--- config.mk ---
export PLATFORM = sky130hd
export DESIGN_NAME = dmem_access_ctrl_flat
export DESIGN_NICKNAME = d
export VERILOG_FILES = /design/src/rtl/dmem_access_ctrl_pkg.sv /design/src/rtl/dmem_access_ctrl_if.sv /design/src/rtl/dmem_access_ctrl_rr_arbiter.sv /design/src/rtl/dmem_access_ctrl.sv /design/src/flat_wrapper.sv
export SDC_FILE = /design/constraint.sdc
export NUM_CORES = 1
export LEC_CHECK = 0
export ABC_AREA = 1
export CORE_AREA = 4 4 206 208
export CTS_BUF_LIST = sky130_fd_sc_hd__clkbuf_4 sky130_fd_sc_hd__clkbuf_8
export CTS_CLUSTER_DIAMETER = 200
export DETAILED_ROUTE_END_ITERATION = 8
export DIE_AREA = 0 0 210 212
export GPL_ROUTABILITY_DRIVEN = 0
export GPL_TIMING_DRIVEN = 0
export HOLD_SLACK_MARGIN = 0.08
export SYNTH_ARGS = -nofsm -noshare
export SYNTH_HDL_FRONTEND = slang
export SYNTH_HIERARCHICAL = 1
export SYNTH_SLANG_ARGS = --single-unit
--- constraint.sdc ---
create_clock -name clk -period 5.06 [get_ports clk]
set_input_delay 1.012 -clock clk [delete_from_list [all_inputs] [get_ports clk]]
set_output_delay 1.012 -clock clk [all_outputs]
set_load 0.005 [all_outputs]
--- src/rtl/dmem_access_ctrl_pkg.sv ---
// ---------------------------------------------------------------------------
// y86_mem_pkg
// Shared types for the data-memory access controller.
//   MEM_WORDS_DEF : default RAM depth in 64-bit words
//   stat_t        : Y86 status codes (SADR reported as p_err/d_err)
//   state_t       : access sequencer states
//   owner_t       : which requester owns the current access
//   addr_ok()     : full-width unsigned bound check
// ---------------------------------------------------------------------------
package y86_mem_pkg;

    localparam int MEM_WORDS_DEF = 8192;

    typedef enum logic [2:0] {
        SAOK = 3'd1,
        SADR = 3'd2,
        SINS = 3'd3,
        SHLT = 3'd4
    } stat_t;

    typedef enum logic [2:0] {
        IDLE,
        ACCESS,
        WAIT,
        RESP,
        ERR
    } state_t;

    typedef enum logic {
        PIPE   = 1'b0,
        LOADER = 1'b1
    } owner_t;

    // Compare all 64 bits so that large addresses never alias into the RAM.
    function automatic logic addr_ok(input logic [63:0] addr, input int words);
        return addr < 64'(words);
    endfunction

endpackage

--- src/rtl/dmem_access_ctrl_if.sv ---
// ---------------------------------------------------------------------------
// dmem_access_ctrl_if
// Bundles the two requester ports (pipeline p_*, loader d_*), the RAM port
// (mem_*) and the status outputs of the data-memory access controller.
//   master : requester/RAM side (drives requests and mem_rdata)
//   slave  : controller side (drives ready/rdata/err, RAM strobes, busy)
// Parameter AW : RAM word-address width.
// ---------------------------------------------------------------------------
interface dmem_access_ctrl_if #(parameter int AW = 13);

    logic          p_req;
    logic          p_we;
    logic [63:0]   p_addr;
    logic [63:0]   p_wdata;
    logic          p_ready;
    logic [63:0]   p_rdata;
    logic          p_err;
    logic          p_stall;

    logic          d_req;
    logic          d_we;
    logic [63:0]   d_addr;
    logic [63:0]   d_wdata;
    logic          d_ready;
    logic [63:0]   d_rdata;
    logic          d_err;

    logic          mem_en;
    logic          mem_we;
    logic [AW-1:0] mem_addr;
    logic [63:0]   mem_wdata;
    logic [63:0]   mem_rdata;

    logic          busy;

    modport master (
        output p_req, p_we, p_addr, p_wdata,
        output d_req, d_we, d_addr, d_wdata,
        output mem_rdata,
        input  p_ready, p_rdata, p_err, p_stall,
        input  d_ready, d_rdata, d_err,
        input  mem_en, mem_we, mem_addr, mem_wdata,
        input  busy
    );

    modport slave (
        input  p_req, p_we, p_addr, p_wdata,
        input  d_req, d_we, d_addr, d_wdata,
        input  mem_rdata,
        output p_ready, p_rdata, p_err, p_stall,
        output d_ready, d_rdata, d_err,
        output mem_en, mem_we, mem_addr, mem_wdata,
        output busy
    );

endinterface

--- src/rtl/dmem_access_ctrl_rr_arbiter.sv ---
// ---------------------------------------------------------------------------
// dmem_rr_arbiter
// Two-way round-robin arbiter, purely combinational.
//   req[0]=pipeline, req[1]=loader
//   last_grant : owner granted most recently (register lives in the top)
//   gnt        : one-hot grant, all-zero when nothing requests
// ---------------------------------------------------------------------------
module dmem_rr_arbiter
    import y86_mem_pkg::*;
(
    input  logic [1:0] req,
    input  owner_t     last_grant,
    output logic [1:0] gnt
);

    always_comb begin
        gnt = req;
        // On a tie the side that was not served last wins.
        if (&req) begin
            gnt = (last_grant == PIPE) ? 2'b10 : 2'b01;
        end
    end

endmodule

--- src/rtl/dmem_access_ctrl.sv ---
// ---------------------------------------------------------------------------
// dmem_access_ctrl
// Sequences accesses to the single-port synchronous data RAM and shares it
// between the pipeline memory stage and the loader/debug port.
//   clk, rst_n : clock, asynchronous active-low reset
//   bus        : dmem_access_ctrl_if.slave (p_*, d_*, mem_*, busy)
// Parameters:
//   MEM_WORDS    : RAM depth; addresses >= MEM_WORDS return an error
//   READ_LATENCY : cycles from mem_en to valid mem_rdata (1..7)
// Latency from the IDLE cycle that samples the request: error 1, write 2,
// read 2+READ_LATENCY. All outputs except p_stall/busy are registered.
// ---------------------------------------------------------------------------
module dmem_access_ctrl
    import y86_mem_pkg::*;
#(
    parameter int MEM_WORDS    = MEM_WORDS_DEF,
    parameter int READ_LATENCY = 1
) (
    input  logic               clk,
    input  logic               rst_n,
    dmem_access_ctrl_if.slave  bus
);

    localparam int AW = $clog2(MEM_WORDS);
    localparam int CW = $clog2(READ_LATENCY + 1);

    state_t          state, state_nxt;
    owner_t          owner_q, owner_nxt, last_grant;
    logic            we_q;
    logic [CW-1:0]   cnt;

    logic [1:0]      gnt;
    logic            sel_we;
    logic [63:0]     sel_addr;
    logic [63:0]     sel_wdata;

    logic            ready_d, err_d;
    logic [63:0]     rdata_d;
    logic            mem_en_d, mem_we_d;
    logic [AW-1:0]   mem_addr_d;
    logic [63:0]     mem_wdata_d;

    dmem_rr_arbiter u_arb (
        .req        ({bus.d_req, bus.p_req}),
        .last_grant (last_grant),
        .gnt        (gnt)
    );

    // Request fields of whichever side the arbiter picked.
    always_comb begin
        if (gnt[1]) begin
            sel_we    = bus.d_we;
            sel_addr  = bus.d_addr;
            sel_wdata = bus.d_wdata;
        end else begin
            sel_we    = bus.p_we;
            sel_addr  = bus.p_addr;
            sel_wdata = bus.p_wdata;
        end
    end

    // State register
    always_ff @(posedge clk or negedge rst_n) begin
        if (!rst_n) state <= IDLE;
        else        state <= state_nxt;
    end

    // Next-state logic
    always_comb begin
        state_nxt = state;
        owner_nxt = owner_q;
        unique case (state)
            IDLE: begin
                if (|gnt) begin
                    owner_nxt = gnt[1] ? LOADER : PIPE;
                    state_nxt = addr_ok(sel_addr, MEM_WORDS) ? ACCESS : ERR;
                end
            end
            ACCESS:  state_nxt = we_q ? RESP : WAIT;
            // The counter holds READ_LATENCY-1 on entry, so WAIT spans
            // READ_LATENCY cycles and data is sampled in its last one.
            WAIT:    if (cnt == '0) state_nxt = RESP;
            RESP:    state_nxt = IDLE;
            ERR:     state_nxt = IDLE;
            default: state_nxt = IDLE;
        endcase
    end

    // Output logic: next values of the registered outputs, derived from the
    // upcoming state so each pulse lands in the cycle of that state.
    always_comb begin
        mem_en_d    = (state_nxt == ACCESS);
        mem_we_d    = mem_en_d & sel_we;
        mem_addr_d  = mem_en_d ? sel_addr[AW-1:0] : '0;
        mem_wdata_d = mem_en_d ? sel_wdata : '0;
        ready_d     = (state_nxt == RESP) || (state_nxt == ERR);
        err_d       = (state_nxt == ERR);
        rdata_d     = (state == WAIT && state_nxt == RESP) ? bus.mem_rdata : '0;
    end

    // Request latches, arbitration history and latency counter
    always_ff @(posedge clk or negedge rst_n) begin
        if (!rst_n) begin
            owner_q    <= PIPE;
            we_q       <= 1'b0;
            last_grant <= LOADER;
            cnt        <= '0;
        end else begin
            if (state == IDLE && |gnt) begin
                owner_q    <= owner_nxt;
                we_q       <= sel_we;
                last_grant <= owner_nxt;
            end
            if (state == ACCESS) begin
                cnt <= CW'(READ_LATENCY - 1);
            end else if (state == WAIT && cnt != '0) begin
                cnt <= cnt - 1'b1;
            end
        end
    end

    // Registered outputs; the non-owner side always sees zeros.
    always_ff @(posedge clk or negedge rst_n) begin
        if (!rst_n) begin
            bus.p_ready   <= 1'b0;
            bus.p_err     <= 1'b0;
            bus.p_rdata   <= '0;
            bus.d_ready   <= 1'b0;
            bus.d_err     <= 1'b0;
            bus.d_rdata   <= '0;
            bus.mem_en    <= 1'b0;
            bus.mem_we    <= 1'b0;
            bus.mem_addr  <= '0;
            bus.mem_wdata <= '0;
        end else begin
            bus.p_ready   <= ready_d && (owner_nxt == PIPE);
            bus.p_err     <= err_d   && (owner_nxt == PIPE);
            bus.p_rdata   <= (owner_nxt == PIPE)   ? rdata_d : '0;
            bus.d_ready   <= ready_d && (owner_nxt == LOADER);
            bus.d_err     <= err_d   && (owner_nxt == LOADER);
            bus.d_rdata   <= (owner_nxt == LOADER) ? rdata_d : '0;
            bus.mem_en    <= mem_en_d;
            bus.mem_we    <= mem_we_d;
            bus.mem_addr  <= mem_addr_d;
            bus.mem_wdata <= mem_wdata_d;
        end
    end

    assign bus.p_stall = bus.p_req & ~bus.p_ready;
    assign bus.busy    = (state != IDLE);

endmodule
--- src/flat_wrapper.sv ---
// flat-port wrapper written by rule: the top's interface ports become plain ports
module dmem_access_ctrl_flat import y86_mem_pkg::*;
#(
    parameter int MEM_WORDS    = MEM_WORDS_DEF,
    parameter int READ_LATENCY = 1
)
  (clk, rst_n, bus_p_req, bus_p_we, bus_p_addr, bus_p_wdata, bus_d_req, bus_d_we, bus_d_addr, bus_d_wdata, bus_mem_rdata, bus_p_ready, bus_p_rdata, bus_p_err, bus_p_stall, bus_d_ready, bus_d_rdata, bus_d_err, bus_mem_en, bus_mem_we, bus_mem_addr, bus_mem_wdata, bus_busy);
  dmem_access_ctrl_if bus_i ();
  input  logic clk;
  input  logic rst_n;
  input wire logic [$bits(bus_i.p_req)-1:0] bus_p_req;
  input wire logic [$bits(bus_i.p_we)-1:0] bus_p_we;
  input wire logic [$bits(bus_i.p_addr)-1:0] bus_p_addr;
  input wire logic [$bits(bus_i.p_wdata)-1:0] bus_p_wdata;
  input wire logic [$bits(bus_i.d_req)-1:0] bus_d_req;
  input wire logic [$bits(bus_i.d_we)-1:0] bus_d_we;
  input wire logic [$bits(bus_i.d_addr)-1:0] bus_d_addr;
  input wire logic [$bits(bus_i.d_wdata)-1:0] bus_d_wdata;
  input wire logic [$bits(bus_i.mem_rdata)-1:0] bus_mem_rdata;
  output wire logic [$bits(bus_i.p_ready)-1:0] bus_p_ready;
  output wire logic [$bits(bus_i.p_rdata)-1:0] bus_p_rdata;
  output wire logic [$bits(bus_i.p_err)-1:0] bus_p_err;
  output wire logic [$bits(bus_i.p_stall)-1:0] bus_p_stall;
  output wire logic [$bits(bus_i.d_ready)-1:0] bus_d_ready;
  output wire logic [$bits(bus_i.d_rdata)-1:0] bus_d_rdata;
  output wire logic [$bits(bus_i.d_err)-1:0] bus_d_err;
  output wire logic [$bits(bus_i.mem_en)-1:0] bus_mem_en;
  output wire logic [$bits(bus_i.mem_we)-1:0] bus_mem_we;
  output wire logic [$bits(bus_i.mem_addr)-1:0] bus_mem_addr;
  output wire logic [$bits(bus_i.mem_wdata)-1:0] bus_mem_wdata;
  output wire logic [$bits(bus_i.busy)-1:0] bus_busy;
  assign bus_i.p_req = bus_p_req;
  assign bus_i.p_we = bus_p_we;
  assign bus_i.p_addr = bus_p_addr;
  assign bus_i.p_wdata = bus_p_wdata;
  assign bus_i.d_req = bus_d_req;
  assign bus_i.d_we = bus_d_we;
  assign bus_i.d_addr = bus_d_addr;
  assign bus_i.d_wdata = bus_d_wdata;
  assign bus_i.mem_rdata = bus_mem_rdata;
  assign bus_p_ready = bus_i.p_ready;
  assign bus_p_rdata = bus_i.p_rdata;
  assign bus_p_err = bus_i.p_err;
  assign bus_p_stall = bus_i.p_stall;
  assign bus_d_ready = bus_i.d_ready;
  assign bus_d_rdata = bus_i.d_rdata;
  assign bus_d_err = bus_i.d_err;
  assign bus_mem_en = bus_i.mem_en;
  assign bus_mem_we = bus_i.mem_we;
  assign bus_mem_addr = bus_i.mem_addr;
  assign bus_mem_wdata = bus_i.mem_wdata;
  assign bus_busy = bus_i.busy;
  dmem_access_ctrl #(.MEM_WORDS(MEM_WORDS), .READ_LATENCY(READ_LATENCY)) u_core (.clk(clk), .rst_n(rst_n), .bus(bus_i));
endmodule
==> summary.md <==
| Metric | Value |
|---|---|
| Vias in the first global route | 8718 |
| Hold Crit Class | input port to asynchronous set/reset pin |
| Syn avg cell area | 9.84 um^2 |
| FF+latch count, synth | 218 |
| Max cap viols | 0 |
| P per Cell Area | 368 nW/um^2 |
| Critical path buffer and inverter count | 3 |
| Required time of the critical path | 4050 ps |
| Largest net degree at the start of global routing | 120 |
| CP Cell Sequence | clkdlybuf4s50_1, inv_1, nor2_1, clkdlybuf4s50_1 |
| Clk pin slew, worst setup/hold paths | 50 ps |
| Startpoint types | input port |
| Slew margin rel. | 46.6% |
| Worst path most repeated cell | clkdlybuf4s50_1 |
| Worst path slowest cell | clkdlybuf4s50_1 |
| CTS Hold Bufs | 0 |
| FILL cells | 4106 |
| Number of I/O port buffers | 538 |
| Post-CTS Setup Bufs | 0 |
| Cell variety after synth | 22 |
| Combinational fraction of design power | 28.6% |
| Routed wire length | 38100 um |
| Die Y | 212 um |
| Clock latency on the worst-skew pair | 560 ps |
| Pre-antenna DRT Iters | 4 |
| Die ar. | 44500 um^2 |
| Initial core utilization | 20.3% |
| Core ar. | 40600 um^2 |
| Fmax | 312 MHz |
| Post-DRT Antenna Nets | 0 |
| Global-route wire length before repair | 53800 um |
| Power Internal | 3840 uW |
| Sequential power share | 35.1% |
| Antenna violations before repair | 4 |
| # IOs | 539 |
| Critical Path AT | 2190 ps |
| Worst VDD drop | 162 uV |
| Syn. warnings | 6 |
| RSZ-0062 raised after global routing | no |
| Final instance area | 15300 um^2 |
| Resized Gates After CTS | 0 |
| Row count | 74 |
| Hpwl dp | 30400 um |
| Syn Std Cell Area | 8240 um^2 |
| Post-synthesis cell count | 838 |
| Area occupied by multi-input gates | 2220 um^2 |
| Sequential share of the synthesized area | 66.2% |
| Net switching power | 1790 uW |
| Layout Skew | 14.0 ps |
| Via count | 8186 |
| Fin. Hold Viols | 0 |
| Share of cells above drive strength 1 | 7.73% |
| Pleak | 0.00680 uW |
| Area Growth Syn to Fin | 85.7% |
| Drt drc | 0 |
| Syn_nets | 1164 |
| Overall power | 5630 uW |
| CTS Buf Count | 40 |
| FF+latch area | 5460 um^2 |
| TritonCTS clock tree | built |
| Drt initial violations | 252 |
| Final min period | 3210 ps |
| Worst-Margin Slew | 801 ps |
| Switching share of power | 31.7% |
| CTS Root Cell | clkbuf_8 |
| CP top delay family | buffers and inverters |
| Crit path kind | input port to primary output |
| Vias per cell | 4.13 |
| Clk buf depth | 3 |
| Crit-path max FO | 4 |
| Tot GR Track Use | 16.3% |
| Avg WL per Cell | 19.2 um |
| Chip width | 210 um |
| Nets | 1745 |
| Final period util | 63.3% |
| Post-place instance area | 14300 um^2 |
| Finish-stage setup viols | 0 |
| Grt ovf | 0 |
| Status | finished clean |
| Crit path largest cell delay | 530 ps |
| Clock share of power | 36.2% |
| Worst reg2reg startpoint | u_core/last_grant |
| Critical path endpoint category | primary output |
| Clk sink count | 218 |
| H-tree Lvls | 2 |
| Crit path from | bus_p_req |
| Max Slew Vio Count | 0 |
## registers in the layout, indices dropped and copies added (netlist names), 3 cells and up
name / count
u_core/bus.p_rdata: 64
u_core/state: 3
u_core/bus.d_rdata: 64
u_core/bus.mem_addr: 13
u_core/bus.mem_wdata: 64
## placed cells by master (no fill, tap or decap), types with 11 or more instances in the layout
master	instances
dfrtp_1	217
nor2_1	65
inv_1	74
a21oi_1	70
nor3_1	132
clkdlybuf4s50_1	537
nand2_1	191
clkbuf_8	51
a21oi_2	11
clkbuf_1	33
## kinds of logic after synthesis
| kind of cell | Yosys count | share of synthesized area (%) |
|---|---|---|
| AOI/OAI and AO/OA | 85 | 5.80 |
| buffers and inverters | 130 | 6.88 |
| DFF | 218 | 66.2 |
| muxes | 1 | 0.121 |
| and+or+nand+nor | 404 | 21.0 |
## stage by stage
step	hold WS (ps)	util [%]	setup slack [ps]	cells	TNS (ps)
floorplan	453	-	2620	838	0
global route	528	37.8	1810	1981	0
finish	489	37.8	1850	1982	0
CTS	483	37.8	1840	1981	0
detailed placement	489	35.3	1320	1909	0
global placement	471	35.2	-6490	1908	-1405680
## power by group through the flow
stage	combinational (uW)	clock (uW)	sequential (uW)
global placement	1620	0	2010
floorplan	621	0	2020
detailed placement	1640	0	2010
CTS	1640	2110	1980
global route	1740	2190	1990
finish	1610	2040	1980
## cells in the mapped netlist
cell | count | share of area (%)
nor3_1 | 132 | 8.0
nor2_4 | 1 | 0.14
inv_2 | 3 | 0.14
o21ai_0 | 3 | 0.18
clkbuf_1 | 33 | 1.5
nand2_1 | 191 | 8.7
inv_1 | 74 | 3.4
mux2i_1 | 1 | 0.12
a21oi_2 | 11 | 1.2
nand4_4 | 1 | 0.26
nor2_1 | 65 | 3.0
a21oi_4 | 1 | 0.20
nor2_2 | 1 | 0.076
buf_6 | 9 | 1.2
dfstp_2 | 1 | 0.32
buf_2 | 9 | 0.55
dfrtp_1 | 217 | 66
nand3_1 | 7 | 0.42
or2_1 | 5 | 0.38
buf_1 | 2 | 0.091
a21oi_1 | 70 | 4.2
nand2_2 | 1 | 0.076
## routing by layer
layer / routed length (um) / up-vias / GRT usage [%]
met5: 0 / - / 0
met4: 1440 / 0 / 6.21
met3: 3650 / 72 / 6.29
met2: 19900 / 429 / 30.4
met1: 13100 / 3862 / 16.4
li1: - / 3823 / -
## worst paths after layout
check                                            to  slack (ps)  depth (start not counted)
max reg2reg                u_core/bus.mem_wdata[51]        2420                          9
min                          u_core/bus.d_rdata[22]         490                          1
min in group clk                         u_core/cnt         490                          2
max in group asynchronous  u_core/bus.mem_wdata[33]        3470                          2
min reg2reg                              u_core/cnt         490                          2
max                                     bus_p_stall        1850                          4
## area by class of cell
type                       count  share of cell area (%)
multi-input combinational    490                    14.5
clock inverter                18                    1.69
sequential                   218                    35.6
tap                          532                    4.35
antenna                        1                  0.0163
buffer                        53                    1.81
clock buffer                  54                    4.73
inverter                      77                    1.89
timing repair buffer         539                    35.4
Note: power is estimated with default switching activity, not from simulation.
==> RTL edit, RTL diff (same flow settings) <==
Reset style: synchronous (`rst_n`), changed in 3 clocked blocks. Comments in the files are not updated.
--- a/src/rtl/dmem_access_ctrl.sv
+++ b/src/rtl/dmem_access_ctrl.sv
@@ -62,3 +62,3 @@
     // State register
-    always_ff @(posedge clk or negedge rst_n) begin
+    always_ff @(posedge clk) begin
         if (!rst_n) state <= IDLE;
@@ -101,3 +101,3 @@
     // Request latches, arbitration history and latency counter
-    always_ff @(posedge clk or negedge rst_n) begin
+    always_ff @(posedge clk) begin
         if (!rst_n) begin
@@ -122,3 +122,3 @@
     // Registered outputs; the non-owner side always sees zeros.
-    always_ff @(posedge clk or negedge rst_n) begin
+    always_ff @(posedge clk) begin
         if (!rst_n) begin
Function: differs if rst_n is asserted again (counterexample within 4 cycles, from zero or initial values and one cycle with rst_n low); with rst_n held inactive, the same outputs for 10 cycles.
==> RTL edit against the unedited design <==
- design area is 6.8% lower
- first-iteration DRC count is 3.6% higher
- register-to-register slack better by 0.06 ns
- count of clock-buffer cells in the layout is 9 higher
- via count is 9.9% lower
- wire length is 15% lower
- area after synthesis is 11% lower
- sequential cell count stayed put
- worst setup slack worse by 0.15 ns
Power is not compared: it rests on default switching activity, and its combinational part moved more than twofold at a synthesized area within 25%.
==> RTL edit: results (changes against the unedited design) <==
[routing]
wirelength_mm = 32.4  ; -15%
avgRoutedWirePerCell_um = 16.7  ; -13%
met2_wirelength_mm = 15.8  ; -21%
dr.pass1.iters = 5  ; +1
m1WireLength_mm = 12.8  ; -2.4%
wl_met3_mm = 2.91  ; -20%
first_iter_violations = 261  ; +3.6%
viasPerCell = 3.79  ; -8.2%

[setup_path]
critPathCaptureType = register
slowest_delay_ns = 0.62  ; +0.09 ns
r2r-end = u_core/bus.mem_wdata[46]
critPathMaxFanout = 10  ; +6
crit_arrival_ns = 3.82  ; +1.63 ns
rr_worst_depth = 12  ; +3
cpMaxStageDelayCell = clkdlybuf4s50_1
cp_top_family = simple AND/OR/NAND/NOR gates
rrSetupSlack_ns = 2.48  ; +0.06 ns
r2r-start = u_core/last_grant

[cells_and_area]
multi_input_area_share_pct = 16.2  ; +1.7 points
clockNetworkAreaShare_pct = 6.41  ; -0.013 points
buf_share_pct = 39.2  ; +2.0 points
final_net_count = 1707  ; -2.2%
inv_count = 114  ; +48%
drive_gt1_share_pct = 7.37  ; -0.36 points
regArea_um2 = 4360  ; -20%
n_all_buffers = 583  ; -1.5%
seq_cells = 218  ; unchanged
nFillCells = 4165  ; +1.4%
antenna_cells = 0  ; -1
nClkBuffers = 63  ; +17%
multi_input_cells = 423  ; -14%

[grt]
use_met2_pct = 22.8  ; -7.6 points
grt_pass1_vias = 7469  ; -14%
globalRouteMet1Util_pct = 15.8  ; -0.58 points
grt_pass1_wl_mm = 45.3  ; -16%
grt_max_degree = 11  ; -91%
use_met3_pct = 4.80  ; -1.5 points
grt_usage_pct = 13.4  ; -2.8 points
grt_antenna_before_repair = 1  ; -3

[clock_network]
htreeDepth = 2  ; unchanged
path_clk_slew_ns = 0.05  ; about the same
cts_inserted_buffers = 41  ; +2.5%

[place]
placedCellCount = 1870  ; -2.0%
hpwl_mm = 26.2  ; -14%

[sta]
fin_skew_ns = 0.0126  ; -0.00138 ns
tightest_slew_ns = 0.904  ; +0.103 ns

[yosys]
yosysSeqAreaShare_pct = 59.7  ; -6.4 points
synth_ff_type = dfxtp_1
ys_async_sr_fraction_pct = 0  ; -100 points
synthCells = 800  ; -4.5%
synth_cell_types = 20  ; -9.1%
synth.area.top_cells = dfxtp_1 (60%), mux2i_1 (11%), nor3_1 (8.9%), nor2_1 (6.6%), inv_1 (5.7%)
yosys-mux-area-fraction_pct = 10.7  ; +11 points
synth_compound_area_share_pct = 0.685  ; -5.1 points

[min_path]
min_path_type = register to register

[outcome]
status = finished, final reports clean

[pwr]
p_leak_nw = 5.69

## RTL edit: per-stage QoR
stage	worst slack, ns	total power, mW	hold slack, ns	cell area, µm²
floorplan	2.59	1.92	0.422	7310
finish	1.71	4.09	0.450	14300
CTS	1.67	4.17	0.455	14300
global route	1.46	4.27	0.475	14300
global placement	1.00	2.25	0.435	13400
detailed placement	1.05	2.25	0.446	13400
## RTL edit: power by group through the flow
stage          Combinational [mW]  Sequential [mW]  Clock [mW]
2_1_floorplan               0.162             1.76           0
3_3_place_gp                0.483             1.76           0
3_5_place_dp                0.486             1.76           0
4_1_cts                     0.489             1.73        1.96
5_1_grt                     0.522             1.73        2.02
6_report                    0.485             1.73        1.88
## RTL edit: worst register-to-register path, delay by kind of cell, from the launching register on
family | cells | cell delay (ns)
simple gates | 8 | 1.31
compound gates | 2 | 0.27
buf+inv | 2 | 0.58
flops | 1 | 0.34
